File: config.mk
export PLATFORM = sky130hd
export DESIGN_NAME = rs232_tx_arbiter
export DESIGN_NICKNAME = d
export VERILOG_FILES = /design/src/rtl/rs232_tx_arbiter_pkg.sv /design/src/rtl/rs232_tx_arbiter_rr_pick.sv /design/src/rtl/rs232_tx_arbiter.sv
export SDC_FILE = /design/constraint.sdc
export NUM_CORES = 1
export LEC_CHECK = 0
export BUFFER_PORTS_ARGS = -buffer_cell sky130_fd_sc_hd__buf_2
export CAP_MARGIN = 20
export CORE_UTILIZATION = 46
export DETAILED_ROUTE_END_ITERATION = 16
export HOLD_SLACK_MARGIN = 0.05
export PLACE_DENSITY = 0.77
export RECOVER_POWER = 100
export SLEW_MARGIN = 25
export SYNTH_ARGS = -nofsm -noshare
export SYNTH_HDL_FRONTEND = slang
export SYNTH_SLANG_ARGS = --single-unit
File: constraint.sdc
create_clock -name CLK50MHZ -period 2.65 [get_ports CLK50MHZ]
set_clock_uncertainty 0.2 [all_clocks]
set_input_delay 0.1325 -clock CLK50MHZ [delete_from_list [all_inputs] [get_ports CLK50MHZ]]
set_output_delay 0.1325 -clock CLK50MHZ [all_outputs]
set_load 0.05 [all_outputs]
File: src/rtl/rs232_tx_arbiter_pkg.sv
// Shared types and helpers for the RS-232 transmitter arbiter and its round-robin selector.
package rs232_tx_arbiter_pkg;

  typedef enum logic [2:0] {
    StIdle,
    StArb,
    StSend,
    StWaitHi,
    StWaitLo
  } state_e;

  localparam logic [7:0] TagBase = 8'h30;

  // Index width for n entries, never less than one bit.
  function automatic int unsigned ptr_width(input int unsigned n);
    int unsigned w;
    w = 1;
    while ((32'd1 << w) < n) w = w + 1;
    return w;
  endfunction

endpackage

File: src/rtl/rs232_tx_arbiter_rr_pick.sv
// Combinational round-robin selector: first set request at or after ptr_i, wrapping modulo N.
module rs232_tx_arbiter_rr_pick
  import rs232_tx_arbiter_pkg::*;
#(
  parameter int unsigned N = 4,
  localparam int unsigned W = ptr_width(N)
) (
  input  logic [N-1:0] req_i,
  input  logic [W-1:0] ptr_i,
  output logic [N-1:0] gnt_o,
  output logic         valid_o
);

  logic         found;
  logic [W-1:0] idx;

  always_comb begin
    gnt_o = '0;
    found = 1'b0;
    idx   = '0;
    for (int unsigned k = 0; k < N; k++) begin
      idx = W'((32'(ptr_i) + k) % N);
      if (!found && req_i[idx]) begin
        gnt_o[idx] = 1'b1;
        found      = 1'b1;
      end
    end
    valid_o = found;
  end

endmodule

File: src/rtl/rs232_tx_arbiter.sv
// Shares one RS-232 byte transmitter between NREQ requesters, granting whole messages
// round-robin and optionally prefixing each message with an ASCII channel tag.
module rs232_tx_arbiter
  import rs232_tx_arbiter_pkg::*;
#(
  parameter int unsigned NREQ    = 4,
  parameter bit          TAG_EN  = 1'b1,
  parameter int unsigned BUSY_TO = 8
) (
  input  logic              CLK50MHZ,
  input  logic              RST,
  input  logic [NREQ-1:0]   req,
  input  logic [NREQ-1:0]   last,
  input  logic [8*NREQ-1:0] data,
  output logic [NREQ-1:0]   ack,
  output logic [NREQ-1:0]   grant,
  output logic              tx_start,
  output logic [7:0]        tx_data,
  input  logic              tx_busy,
  output logic              err
);

  localparam int unsigned     PtrW    = ptr_width(NREQ);
  localparam int unsigned     CntW    = ptr_width(BUSY_TO);
  localparam logic [CntW-1:0] CntMax  = CntW'(BUSY_TO - 1);
  localparam logic [PtrW-1:0] PtrLast = PtrW'(NREQ - 1);

  state_e          state_q, state_d;
  logic [NREQ-1:0] grant_q, grant_d;
  logic [PtrW-1:0] gidx_q, gidx_d;
  logic [PtrW-1:0] ptr_q, ptr_d;
  logic            is_tag_q, is_tag_d;
  logic            msg_end_q, msg_end_d;
  logic [CntW-1:0] cnt_q, cnt_d;
  logic [7:0]      tx_data_q, tx_data_d;
  logic            err_q, err_d;

  logic [NREQ-1:0] pick_gnt;
  logic            pick_valid;
  logic [PtrW-1:0] pick_idx;
  logic [7:0]      pick_byte;
  logic [7:0]      gnt_byte;
  logic            next_send;
  logic            end_msg;

  rs232_tx_arbiter_rr_pick #(
    .N(NREQ)
  ) u_rr_pick (
    .req_i  (req),
    .ptr_i  (ptr_q),
    .gnt_o  (pick_gnt),
    .valid_o(pick_valid)
  );

  always_comb begin
    pick_idx  = '0;
    pick_byte = '0;
    gnt_byte  = '0;
    for (int unsigned i = 0; i < NREQ; i++) begin
      if (pick_gnt[i]) begin
        pick_idx  = PtrW'(i);
        pick_byte = data[8*i +: 8];
      end
      if (gidx_q == PtrW'(i)) gnt_byte = data[8*i +: 8];
    end
  end

  always_comb begin
    state_d   = state_q;
    grant_d   = grant_q;
    gidx_d    = gidx_q;
    ptr_d     = ptr_q;
    is_tag_d  = is_tag_q;
    msg_end_d = msg_end_q;
    cnt_d     = cnt_q;
    tx_data_d = tx_data_q;
    err_d     = err_q;
    ack       = '0;
    tx_start  = 1'b0;
    next_send = 1'b0;
    end_msg   = 1'b0;

    unique case (state_q)
      StIdle: begin
        if (|req && !tx_busy) state_d = StArb;
      end
      StArb: begin
        if (pick_valid) begin
          grant_d   = pick_gnt;
          gidx_d    = pick_idx;
          is_tag_d  = TAG_EN;
          tx_data_d = TAG_EN ? (TagBase + 8'(pick_idx)) : pick_byte;
          state_d   = StSend;
        end else begin
          grant_d = '0;
          state_d = StIdle;
        end
      end
      StSend: begin
        tx_start = 1'b1;
        cnt_d    = '0;
        if (!is_tag_q) begin
          ack       = grant_q;
          msg_end_d = last[gidx_q];
        end
        state_d = StWaitHi;
      end
      StWaitHi: begin
        if (tx_busy) begin
          state_d = StWaitLo;
        end else if (cnt_q == CntMax) begin
          err_d   = 1'b1;
          state_d = StWaitLo;
        end else begin
          cnt_d = cnt_q + 1'b1;
        end
      end
      StWaitLo: begin
        if (!tx_busy) begin
          if (is_tag_q) begin
            is_tag_d = 1'b0;
            if (req[gidx_q]) next_send = 1'b1;
            else             end_msg   = 1'b1;
          end else if (msg_end_q || !req[gidx_q]) begin
            end_msg = 1'b1;
          end else begin
            next_send = 1'b1;
          end
        end
      end
      default: state_d = StIdle;
    endcase

    // The requester has already placed its next byte by the time busy falls.
    if (next_send) begin
      tx_data_d = gnt_byte;
      state_d   = StSend;
    end
    if (end_msg) begin
      grant_d = '0;
      ptr_d   = (gidx_q == PtrLast) ? '0 : gidx_q + 1'b1;
      state_d = StIdle;
    end
  end

  always_ff @(posedge CLK50MHZ or negedge RST) begin
    if (!RST) begin
      state_q   <= StIdle;
      grant_q   <= '0;
      gidx_q    <= '0;
      ptr_q     <= '0;
      is_tag_q  <= 1'b0;
      msg_end_q <= 1'b0;
      cnt_q     <= '0;
      tx_data_q <= 8'h00;
      err_q     <= 1'b0;
    end else begin
      state_q   <= state_d;
      grant_q   <= grant_d;
      gidx_q    <= gidx_d;
      ptr_q     <= ptr_d;
      is_tag_q  <= is_tag_d;
      msg_end_q <= msg_end_d;
      cnt_q     <= cnt_d;
      tx_data_q <= tx_data_d;
      err_q     <= err_d;
    end
  end

  assign grant   = grant_q;
  assign tx_data = tx_data_q;
  assign err     = err_q;

endmodule
==> results by stage, run 1 <==
Synthesis:
- The post-synthesis area per instance is 9.394 µm².
- Of the total synthesized cell area, the portion taken by full adders, half adders and majority gates is 0.08114.
- When the netlist entered floorplanning its net count stood at 252.
- The share of the synthesized area in compound gates (AO/OA/AOI/OAI) is 0.2394.
- The main combinational cell family by area after synthesis is compound AO/OA/AOI/OAI gates.
- The number of synthesized flops with an enable pin is 0.
- Synthesis instantiated between 40 and 50 different standard cells from the library.
- The synthesized-area fraction occupied by and/or/nand/nor cells is 0.2197.
- Of the total synthesized cell area, the portion taken by XOR and XNOR cells is 0.
- The number of synthesized register bits is 25.
- Of the post-synthesis cell area, the part taken by muxes is 0.07708.
- In this run the cell area of the synthesized design comes to about 1900 µm².
- The Yosys warning count is 0.
- The post-synthesis cell count is ~200.
- The biggest area consumer among synthesized cells is dfrtp_1.
- After synthesis, the cell types taking the most area are dfrtp_1 (34%), ha_1 (8.1%), nand2_1 (3.9%), mux4_2 (3.7%), nor2b_1 (3.4%).
- The share of synthesized area in the top cell type comes to 0.3381.
- Of the synthesized area, sequential elements account for 0.3381.
- For this run, asynchronously set or reset flops after synthesis account for 1.000.
- The most used flip-flop cell after synthesis is dfrtp_1.

Global routing:
- The global-route usage over all layers is 0.2283.
- The first global-routing pass estimated 7.596 mm of wire.
- The number of global-route vias before repair is 1692.
- The largest net degree at the start of global routing is 26.
- Summed over all layers, the global routing overflow is 0.
- The initial antenna violation count is 0.

Min path:
- The kind of path behind the tightest hold check is input port to register.

Routing:
- The aggregate routed wire length is ~4.6 mm.
- The initial DRC count is 118.
- In this run the remaining antenna-violating nets after routing total 0.
- The count of TritonRoute iterations in the first routing pass is 5.
- The total via count after detailed routing is 1776.
- The detailed-route DRC error count is 0.
- The post-detailed-route wirelength per cell is 14.39 µm.
- In the routed layout, each cell is associated on average with a via count of around 5.6.

Die:
- The boundary pin count is 61.
- The region available for standard cell placement spans 3771 µm².
- Measured along the y axis, the die boundary spans 65.43 µm.
- The starting density of the core is 0.4907.
- The initialized floorplan defines 22 standard-cell rows.
- The floorplan step defined a die boundary enclosing 4280 µm².
- The floorplan step set the die width to 65.43 µm.

Critical path:
- STA classifies the critical path startpoint as a register.
- The kind of capture point of the worst setup path is a register.
- The worst endpoint data arrival time is 2.53 ns.
- On the critical path, the stage with the largest delay is an instance of mux4_2.
- The classification of the worst setup path is register to register.
- Counting both buffers and inverters, the worst setup path holds a total of 1.
- Walking the worst path, the cells encountered are inv_1 -> ha_2 -> mux4_2 -> or3b_1 -> a22oi_2 -> o21ai_0 -> o221ai_1.
- The family of cells with the greatest summed delay on the critical path is multiplexers.
- The required time reported for the critical path endpoint is ~2.6 ns.
- On the worst path, the slowest cell contributes a delay of roughly 0.60 ns.
- The largest fanout of any net on the critical path is 8.

Power:
- The switching power total is 0.001200 W.
- The share of total power dissipated in combinational logic is 0.633.
- Of the total power, registers draw 0.271.
- Of the total power, the share spent switching nets is 0.4896.
- The maximum ir drop on the vdd rail is a little under 0.0006 V.
- The share of total power dissipated in the clock network is 0.095.
- The power per unit of standard cell area is 1049 nW/µm².
- The internal power component is 0.001251 W.
- The total design power is 0.002451 W.
- The leakage power summed over all cells is 1.064 nW.

Placement:
- The port buffer count is 60.
- The weighted congestion at the end of routability-driven global placement is 0.8722.
- The HPWL after detailed placement is 3.449 mm.
- Counting tap cells, the placed design contains a total of roughly 300 instances.

CTS:
- The clock passes through at most 2 buffers.
- The number of clock sinks seen by CTS is 25.
- After clock tree synthesis, the clock-pin slew on the worst setup and hold paths is 0.09 ns.
- The CTS tree is done.
- The tree is rooted in a clkbuf_8.
- The number of clock buffers added by TritonCTS is 3.
- The CTS H-tree depth is 1.
- For the worst-skew pair, the clock arrives at the later sink with an insertion delay of 0.27 ns.

Cells and area:
- For this run, the post-layout net count is ~330.
- In the layout the commonest cells are buf_2 (41), dfrtp_1 (25), nand2_1 (19).
- The multi-input combinational cells in the finished layout cover a total of between 1000 and 1500 µm².
- Leaving out fill and tap cells, the most frequent cell in the layout is buf_2.
- The antenna diode count is 0.
- The number of inserted filler cells in the final layout is 332.
- The layout cell share with drive strength beyond 1 is 0.2602.
- The area of all sequential standard cells is 625.6 µm².
- The count of cells in the finished layout, fillers not included, comes to 317.
- Compared with the post-synthesis result, the final layout area differs by 26.30%.

Status:
- The flow ran to the end, and the final reports show no timing, DRC or antenna violations.

Timing:
- For the pin with the worst max-slew slack, the measured transition is 1.333 ns.
- In the finished design, the share of the clock period the worst path needs comes to 0.9600.
- Derived from the worst setup path, the maximum achievable clock frequency is 0.3931 GHz.
- For the final routed database, the setup TNS stands at 0 ns.
- Setup violations remaining at the end of the flow were counted as 0.
- The number of pins exceeding their max-slew limit in the final report is 0.
- Final hold analysis gives a worst-case slack of 0.1226 ns.
- The final hold violation count came to 0.
- Headroom to the max-slew limit came out at 0.1116.
- For the finished layout, the period the worst path requires is 2.544 ns.

Flow run:
- Across the run, the number of max-cap violations was 0.
routing by layer:
metal  up-vias  share of wire  GRT usage
met5         -              0          0
met4         0         0.0083    0.04348
met3         4          0.028    0.03819
met2        42           0.51     0.4085
met1       847           0.45     0.2873
li1        883              -          -
power by group through the flow:
stage | combinational [W] | sequential, W | clock, W
2_1_floorplan | 0.00102 | 0.000822 | 0
3_3_place_gp | 0.00151 | 0.000662 | 0
3_5_place_dp | 0.00154 | 0.000672 | 0
4_1_cts | 0.00156 | 0.000664 | 0.000241
5_1_grt | 0.00171 | 0.000687 | 0.000260
6_report | 0.00155 | 0.000665 | 0.000234
through the flow:
step / cell area, µm² / util / setup WS, ns
after floorplan: 1851 / - / 0.07390
after global placement: 2218 / 0.5883 / 0.2018
after detailed placement: 2218 / 0.5883 / 0.1185
after CTS: 2367 / 0.6277 / 0.1106
after global routing: 2337 / 0.6198 / -0.001838
final: 2337 / 0.6198 / 0.1060
tightest hold or removal path, stage by stage:
cell	delay (ns)
buf_2	0.08
a21oi_1	0.06
o211ai_1	0.15
o31a_1	0.14
area by class of cell:
class                           count  area share
Tap cell                           48     0.02570
Clock buffer                        3     0.01767
Clock inverter                      1    0.003212
Timing Repair Buffer               77      0.1825
Sequential cell                    25      0.2677
Multi-Input combinational cell    153      0.4872
Inverter                           10     0.01606
cell usage after synthesis (all sizes together) (4+ instances only):
master / n
dfrtp: 25
nand2: 19
o21ai: 13
a21oi: 12
ha: 12
inv: 10
nor2b: 10
nor2: 8
a221oi: 7
clkbuf: 7
a22o: 6
nor3: 6
and2: 5
mux4: 5
nand3: 5
nand3b: 5
o22ai: 4
path summary, 6_finish.rpt:
kind / cells after the start / slack (ns) / from / endpoint
max: 7 / 0.11 / ptr_q[1]$_DFFE_PN0N_ / tx_data[0]$_DFFE_PN0P_
min: 4 / 0.12 / data[20] / tx_data[4]$_DFFE_PN0P_
max reg2reg: 7 / 0.11 / ptr_q[1]$_DFFE_PN0N_ / tx_data[0]$_DFFE_PN0P_
min reg2reg: 2 / 0.28 / err$_DFFE_PN0P_ / err$_DFFE_PN0P_
max in group asynchronous: 2 / 0.99 / RST / grant[0]$_DFFE_PN0P_
min in group asynchronous: 2 / 0.48 / RST / tx_data[7]$_DFFE_PN0P_
sequential cells by signal, summed over array words and instances (netlist names):
register,cells
tx_data,8
grant,4
cnt_q,3
state_q,3
gidx_q,2
ptr_q,2
err,1
is_tag_q,1
msg_end_q,1
cells by family (layout without fill, tap and decap cells):
| logic type | Yosys count | in the layout |
|---|---|---|
| AOI/OAI and AO/OA | 62 | 62 |
| adders and majority gates | 12 | 12 |
| buffers and inverters | 19 | 91 |
| DFF | 25 | 25 |
| muxes | 7 | 7 |
| and+or+nand+nor | 72 | 72 |
repair_timing:
item | CTS | global route
hold endpoints to repair | 35 | 0
endpoints found under the setup margin | 0 | 2
setup buffers | 0 | 0
hold buffers | 10 | 0
resized for setup | 0 | 2
No activity file was read; power rests on OpenSTA's default activity.
==> run 2: changes to the inputs <==
CELL_PAD_IN_SITES_DETAIL_PLACEMENT = 1   (was not set)
CELL_PAD_IN_SITES_GLOBAL_PLACEMENT = 2   (was not set)
CORE_UTILIZATION = 27   (was 46)
PLACE_DENSITY = not set   (was 0.77)
PLACE_DENSITY_LB_ADDON = 0.1   (was not set)
==> run 2 against run 1 <==
  * Fmax hardly changed
  * Sequential power is 0.9% lower
  * Clock-buffer cell count is 1 higher
  * Worst hold slack worse by 0.069 ns
  * Die area is 68% higher
  * Utilization is 25 points lower
  * Flip-flop and latch count stayed put
  * Global-route usage is 7.1 points lower
  * Critical path depth stayed put
==> results by stage, run 2 (synthesis results as in run 1) <==
Global routing:
- The global-route wire length before repair was 9.011 mm (+19%).
- The initial antenna violation count is 0 (unchanged).
- The number of global-route vias before repair is 1802 (+6.5%).
- The largest net degree at the start of global routing is 26 (unchanged).
- The global-route usage over all layers is 0.1570 (-0.07136).
- The overall overflow remaining after global route is 0 (unchanged).

Timing:
- The final hold violation count is 0 (unchanged).
- The slew at the pin with the worst max-slew slack came to 1.422 ns (+0.08976 ns).
- The number of endpoints failing setup at the final stage is 0 (unchanged).
- The headroom to the max-slew limit came to 0.05174 (-0.05984).
- The shortest period the worst path allows was 2.543 ns (-0.0008690 ns).
- Setup repair after global routing left no endpoint under its margin.
- The share of the cycle needed by the critical path after routing is 0.9597 (about the same).
- The number of pins exceeding their max-slew limit in the final report is 0 (unchanged).
- The maximum achievable frequency came to 0.3932 GHz (about the same).
- The worst hold slack across all endpoints is 0.05394 ns (-0.06862 ns).
- The total negative setup slack is 0 ns (unchanged).

Critical path:
- The reg-to-reg setup timing slack is 0.11 ns (about the same).
- The required time reported for the critical path endpoint is 2.61 ns (-0.03 ns).
- The worst reg-to-reg path cell count is 7 (unchanged).
- The endpoint identified for the worst register-to-register timing path is tx_data[1]$_DFFE_PN0P_.
- STA classifies the critical path startpoint as a register.
- The largest fanout of any net on the critical path is 7 (-1).
- By startpoint and endpoint, the worst setup path is classified as register to register.
- The worst endpoint data arrival time is 2.50 ns (-0.03 ns).
- The kind of capture point of the worst setup path is a register.
- In this run the critical register-to-register path is launched from ptr_q[0]$_DFFE_PN0N_.

Cells and area:
- The most frequent standard cell in the layout excluding fill and tap cells is buf_2.
- The cell area after layout is 2377 µm² (+1.7%).
- The layout cell share with drive strength beyond 1 was 0.2639 (+0.003717).
- In the layout the commonest cells are buf_2 (41), dfrtp_1 (25), nand2_1 (19).
- The number of flip-flops under the largest register name is 8 (unchanged).
- The filler-free cell count of the finished design is 346 (+9.1%).
- The area growth from synthesis to layout is 28.47%.
- The end-of-flow core utilization is 0.3660 (-0.2538).
- The number of inserted filler cells in the final layout is 788 (+140%).
- The net count of the finished layout was 325 (unchanged).
- The antenna diode count came to 0 (unchanged).

Die:
- The die height is 84.79 µm (+30%).
- The number of placement rows came to 29 (+32%).
- The boundary pin count came to 61 (unchanged).
- The die extent in x is 84.79 µm (+30%).
- The standard cell core area is 6495 µm² (+72%).
- The total die area is 7189 µm² (+68%).
- The starting density of the core came to 0.2849 (-0.2058).

Status:
- The run finished with clean final reports.

CTS:
- TritonCTS built the clock tree.
- The number of buffers created by CTS is 3 (unchanged).
- The number of clock sinks seen by CTS is 25 (unchanged).
- The CTS H-tree depth is 1 (unchanged).
- The latest clock arrival within the worst-skew pair is 0.27 ns (about the same).
- The maximum buffer depth of the clock tree is 2 (unchanged).
- The library cell used as clock root buffer is clkbuf_8.
- The clock-pin slew on the worst setup and hold paths is 0.09 ns (about the same).

Min path:
- In this run the worst hold path is classified as input port to register.
- The worst hold endpoint is tx_data[0]$_DFFE_PN0P_.
- The origin of the worst min-delay path is data[24].
- The number of cells traversed by the worst hold path is 5 (+1).

Power:
- The power per unit of standard cell area was 1049 nW/µm² (about the same).
- The leakage power summed over all cells is 1.077 nW (+1.2%).
- The maximum ir drop on the vdd rail is 0.0003399 V (-42%).

Routing:
- The count of TritonRoute iterations in the first routing pass was 5 (unchanged).
- The aggregate routed wire length is 5.384 mm (+18%).
- The total via count after detailed routing is 1756 (-1.1%).
- The initial DRC count came to 50 (-58%).
- The remaining antenna violation count came to 0 (unchanged).
- The detailed-route DRC error count is 0 (unchanged).
- The via count normalized by instance count is 5.075 (-9.4%).
- The post-detailed-route wirelength per cell was 15.56 µm (+8.2%).

Placement:
- The cell count after placement is 332 (+9.6%).
- The port buffer count is 60 (unchanged).
- The weighted congestion at the end of routability-driven global placement was 0.8100 (-7.1%).
- The cell area reported after detailed placement is 2255 µm² (+1.6%).
- The HPWL after detailed placement is 4.316 mm (+25%).

Flow run:
- The total of max-cap violations is 0 (unchanged).
## run 2: stage by stage
stage / power (W) / setup slack (ns)
floorplan: 0.001846 / 0.07390
global placement: 0.002265 / 0.1250
detailed placement: 0.002283 / 0.08076
CTS: 0.002535 / 0.07080
global route: 0.002716 / 0.001678
finish: 0.002494 / 0.1068
## run 2: where the power goes
group | switching, W | internal [W] | leakage [nW] | total, W
clock | 0.000128 | 0.000108 | 0.0228 | 0.000236
sequential | 0.000135 | 0.000524 | 0.301 | 0.000659
combinational | 0.000964 | 0.000635 | 0.754 | 0.00160
total | 0.00123 | 0.00127 | 1.08 | 0.00249
## run 2: what timing repair did
item / CTS / global route
gates resized for setup: 0 / 1
buffers inserted: 0 / 1
hold buffers: 9 / 0
endpoints found under the setup margin: 0 / 3
endpoints found under the hold margin: 35 / 0
## run 2: worst max-delay path: stages (launching register included)
cell	delay, ns
dfrtp_1	0.36
inv_1	0.09
ha_2	0.37
mux4_2	0.59
a21o_2	0.24
o22ai_1	0.18
a31oi_1	0.15
a221o_1	0.27
## run 2: routing by layer
layer | wire length (µm) | vias up | GRT usage
met4 | 35 | 0 | 0.02773
met1 | 2571 | 850 | 0.2112
li1 | - | 875 | -
met2 | 2652 | 27 | 0.2757
met3 | 124 | 4 | 0.01573
met5 | 0 | - | 0
## run 2: worst max path at each step
stage	end	cells past startpoint	slack, ns	from
final	tx_data[1]$_DFFE_PN0P_	7	0.11	ptr_q[0]$_DFFE_PN0N_
after global placement	tx_data[1]$_DFFE_PN0P_	7	0.12	ptr_q[0]$_DFFE_PN0N_
after CTS	tx_data[0]$_DFFE_PN0P_	7	0.07	ptr_q[0]$_DFFE_PN0N_
after detailed placement	tx_data[0]$_DFFE_PN0P_	7	0.08	ptr_q[0]$_DFFE_PN0N_
after floorplan	tx_data[0]$_DFFE_PN0P_	8	0.07	ptr_q[0]$_DFFE_PN0N_
after global routing	tx_data[1]$_DFFE_PN0P_	7	0.002	ptr_q[0]$_DFFE_PN0N_
## run 2: layout make-up
type	count	area, µm²	share of cell area
inverter	10	37.54	0.01579
tap	77	96.34	0.04053
multi-input combinational	153	1145	0.4816
timing repair buffer	77	427.9	0.1800
sequential	25	625.6	0.2632
clock buffer	4	45.04	0.01895
==> run 3: changes to the inputs <==
CORE_UTILIZATION = 30   (was 27)
clock period = 2.55 ns   (was 2.65 ns; I/O delays follow)
==> run 3 against run 2 <==
  * Non-clock buffer count rose by 4
  * Sequential power rose by 2%
  * Critical path depth did not move
  * Utilization rose by 4.1 points
  * Worst hold slack improved by 0.054 ns
  * Die area fell by 9.8%
  * Critical path type unchanged
  * First-iteration DRC count fell by 8.0%
  * Fmax rose by 3.5%
  * Setup slack got worse by 0.013 ns
  * Largest power group unchanged
  * Routed wire length fell by 0.20%
==> results by stage, run 3 (synthesis results as in run 1) <==
Timing:
- The shortest period the worst path allows is 2.457 ns (-0.08665 ns).
- The final hold violation count is 0 (unchanged).
- Setup repair after global routing left no endpoint under its margin.
- The maximum achievable frequency is 0.4071 GHz (+3.5%).
- The share of the cycle needed by the critical path after routing is 0.9633 (+0.003654).
- The final critical-path setup slack was 0.09348 ns (-0.01335 ns).
- The number of endpoints failing setup at the final stage is 0 (unchanged).
- The total negative setup slack is 0 ns (unchanged).
- The slew at the pin with the worst max-slew slack was 1.421 ns (-0.001291 ns).
- The headroom to the max-slew limit was 0.05260 (+0.0008604).
- The number of pins exceeding their max-slew limit in the final report is 0 (unchanged).

Routing:
- The post-detailed-route wirelength per cell was 15.44 µm (-0.78%).
- The initial DRC count was 46 (-8.0%).
- The total via count after detailed routing was 1814 (+3.3%).
- The top layer used by detailed routing is met4.
- The remaining antenna violation count is 0 (unchanged).
- The count of TritonRoute iterations in the first routing pass was 3 (-2).
- The met3 layer wire length in the routed design is 118 µm (-4.8%).
- The aggregate routed wire length is 5.373 mm (-0.20%).
- The sum of met2 wire segment lengths after detailed routing is 2.644 mm (-0.30%).
- The via count normalized by instance count was 5.213 (+2.7%).
- The routed metal-1 wire length is 2.554 mm (-0.66%).
- The detailed-route DRC error count came to 0 (unchanged).

Global routing:
- The overall overflow remaining after global route came to 0 (unchanged).
- The initial antenna violation count is 0 (unchanged).
- The global-route wire length before repair is 8.935 mm (-0.84%).
- The largest net degree at the start of global routing was 26 (unchanged).
- The global-route usage over all layers is 0.1822 (+0.02522).
- The number of global-route vias before repair is 1844 (+2.3%).

CTS:
- TritonCTS built the clock tree.
- The latest clock arrival within the worst-skew pair is 0.28 ns (about the same).
- The number of clock sinks seen by CTS is 25 (unchanged).
- The tree is rooted in a clkbuf_8.
- The number of buffers created by CTS was 3 (unchanged).
- The maximum buffer depth of the clock tree was 2 (unchanged).
- The CTS H-tree depth is 1 (unchanged).
- The clock-pin slew on the worst setup and hold paths is 0.10 ns (about the same).

Min path:
- The min-delay analysis places its worst path in the category input port to register.
- The number of cells traversed by the worst hold path is 3 (-2).
- For hold timing, the worst endpoint is msg_end_q$_DFFE_PN0P_.
- In this run the most critical hold path is launched from last[0].

Cells and area:
- The layout cell share with drive strength beyond 1 came to 0.2637 (about the same).
- The number of inserted filler cells in the final layout is 738 (-6.3%).
- Leaving out fill and tap cells, the most frequent cell in the layout is buf_2.
- The area of all sequential standard cells is 625.6 µm² (unchanged).
- The net count of the finished layout is 329 (+1.2%).
- The antenna diode count is 0 (unchanged).
- The area growth from synthesis to layout is 30.22%.
- The area of the multi-input gates is 1155 µm² (+0.87%).
- The library cells used most frequently in the layout, excluding fill and tap cells, are buf_2 (41), dfrtp_1 (25), nand2_1 (19), clkbuf_1 (19), a21oi_1 (12).
- The number of flip-flops under the largest register name came to 8 (unchanged).

Die:
- The starting density of the core came to 0.3126 (+0.02764).
- The standard cell core area is 5921 µm² (-8.8%).
- The total die area was 6487 µm² (-9.8%).
- The die height is 80.54 µm (-5.0%).
- The number of placement rows came to 28 (-3.4%).
- The die extent in x came to 80.54 µm (-5.0%).
- The boundary pin count was 61 (unchanged).

Power:
- The leakage power summed over all cells is 1.090 nW (+1.2%).
- The total design power came to 0.002627 W (+5.3%).
- The combinational group share of total power is 0.648 (+0.007).
- The switching power total is 0.001280 W (+4.3%).
- The power per unit of standard cell area came to 1090 nW/µm² (+3.9%).
- The power share of the sequential group is 0.257 (-0.007).
- The internal power component is 0.001347 W (+6.3%).
- The clock network power share is 0.095 (about the same).
- The maximum ir drop on the vdd rail is 0.0003466 V (+2.0%).
- The switching power as a share of total power is 0.4874 (-0.004868).

Status:
- The run finished with clean final reports.

Critical path:
- The classification of the worst setup path is register to register.
- The endpoint identified for the worst register-to-register timing path is tx_data[1]$_DFFE_PN0P_.
- The worst setup path is launched from a register.
- The startpoint of the lowest-slack register-to-register path is ptr_q[1]$_DFFE_PN0N_.
- The largest fanout of any net on the critical path is 7 (unchanged).
- The kind of capture point of the worst setup path is a register.
- The worst endpoint data arrival time was 2.42 ns (-0.08 ns).
- The reg-to-reg setup timing slack is 0.09 ns (about the same).
- The worst reg-to-reg path cell count is 7 (unchanged).
- The required time reported for the critical path endpoint is 2.51 ns (-0.10 ns).

Placement:
- The port buffer count is 60 (unchanged).
- The HPWL after detailed placement is 4.199 mm (-2.7%).
- The setup slack after placement came to 0.09483 ns (+0.01406 ns).
- The weighted congestion at the end of routability-driven global placement is 0.7447 (-8.1%).

Flow run:
- The total of max-cap violations is 0 (unchanged).
==> run 3: cell count changes in the layout (fill, tap and decap cells not counted), sizes merged <==
cell	delta
buf	+1
clkbuf	+2
dlygate4sd3	+1
==> run 3: final cells by class <==
cell class              count  area share
repair buffers             81      0.1880
inverters                  10     0.01558
multi-input cells         153      0.4792
flip-flops and latches     25      0.2596
clock buffers               4     0.01869
well taps                  75     0.03894
==> run 3: how the worst max path moves through the flow <==
stage                          from                     end  slack (ns)
2_1_floorplan  ptr_q[0]$_DFFE_PN0N_  tx_data[0]$_DFFE_PN0P_        0.04
3_3_place_gp   ptr_q[1]$_DFFE_PN0N_  tx_data[1]$_DFFE_PN0P_        0.14
3_5_place_dp   ptr_q[1]$_DFFE_PN0N_  tx_data[1]$_DFFE_PN0P_        0.09
4_1_cts        ptr_q[1]$_DFFE_PN0N_  tx_data[1]$_DFFE_PN0P_        0.06
5_1_grt        ptr_q[1]$_DFFE_PN0N_  tx_data[0]$_DFFE_PN0P_      0.0007
6_report       ptr_q[1]$_DFFE_PN0N_  tx_data[1]$_DFFE_PN0P_        0.09
==> run 3: timing repair <==
action / 4_1_cts / 5_1_grt
gates resized for setup: 0 / 0
buffers inserted: 0 / 2
endpoints found under the hold margin: 35 / 0
endpoints found under the setup margin: 0 / 3
hold buffers: 10 / 0
==> run 3: worst max-delay path, stage by stage (launching register included) <==
cell	delay (ns)
dfrtp_1	0.37
inv_1	0.09
ha_4	0.30
mux4_2	0.58
a21o_2	0.24
o22ai_2	0.17
a31oi_1	0.13
a221o_1	0.27
==> run 3: per-stage QoR <==
stage / cell area (µm²) / instances / hold WS (ns) / util
2_1_floorplan: 1863 / 197 / -0.3681 / -
3_3_place_gp: 2280 / 332 / -0.03124 / 0.3850
3_5_place_dp: 2280 / 332 / -0.02841 / 0.3850
4_1_cts: 2425 / 346 / 0.1100 / 0.4096
5_1_grt: 2410 / 348 / 0.1094 / 0.4070
6_report: 2410 / 348 / 0.1075 / 0.4070
==> run 3: power groups by stage <==
stage / sequential, W / clock (W) / combinational (W)
final: 0.000675 / 0.000250 / 0.00170
after global routing: 0.000696 / 0.000278 / 0.00190
after CTS: 0.000676 / 0.000257 / 0.00173
after detailed placement: 0.000684 / 0 / 0.00172
after global placement: 0.000681 / 0 / 0.00171
after floorplan: 0.000854 / 0 / 0.00109
==> run 3: layer usage <==
metal  vias to the layer above  GRT usage
met2                        23     0.3178
met3                         4    0.02386
met1                       902     0.2315
li1                        885          -
met5                         -          0
met4                         0    0.05357
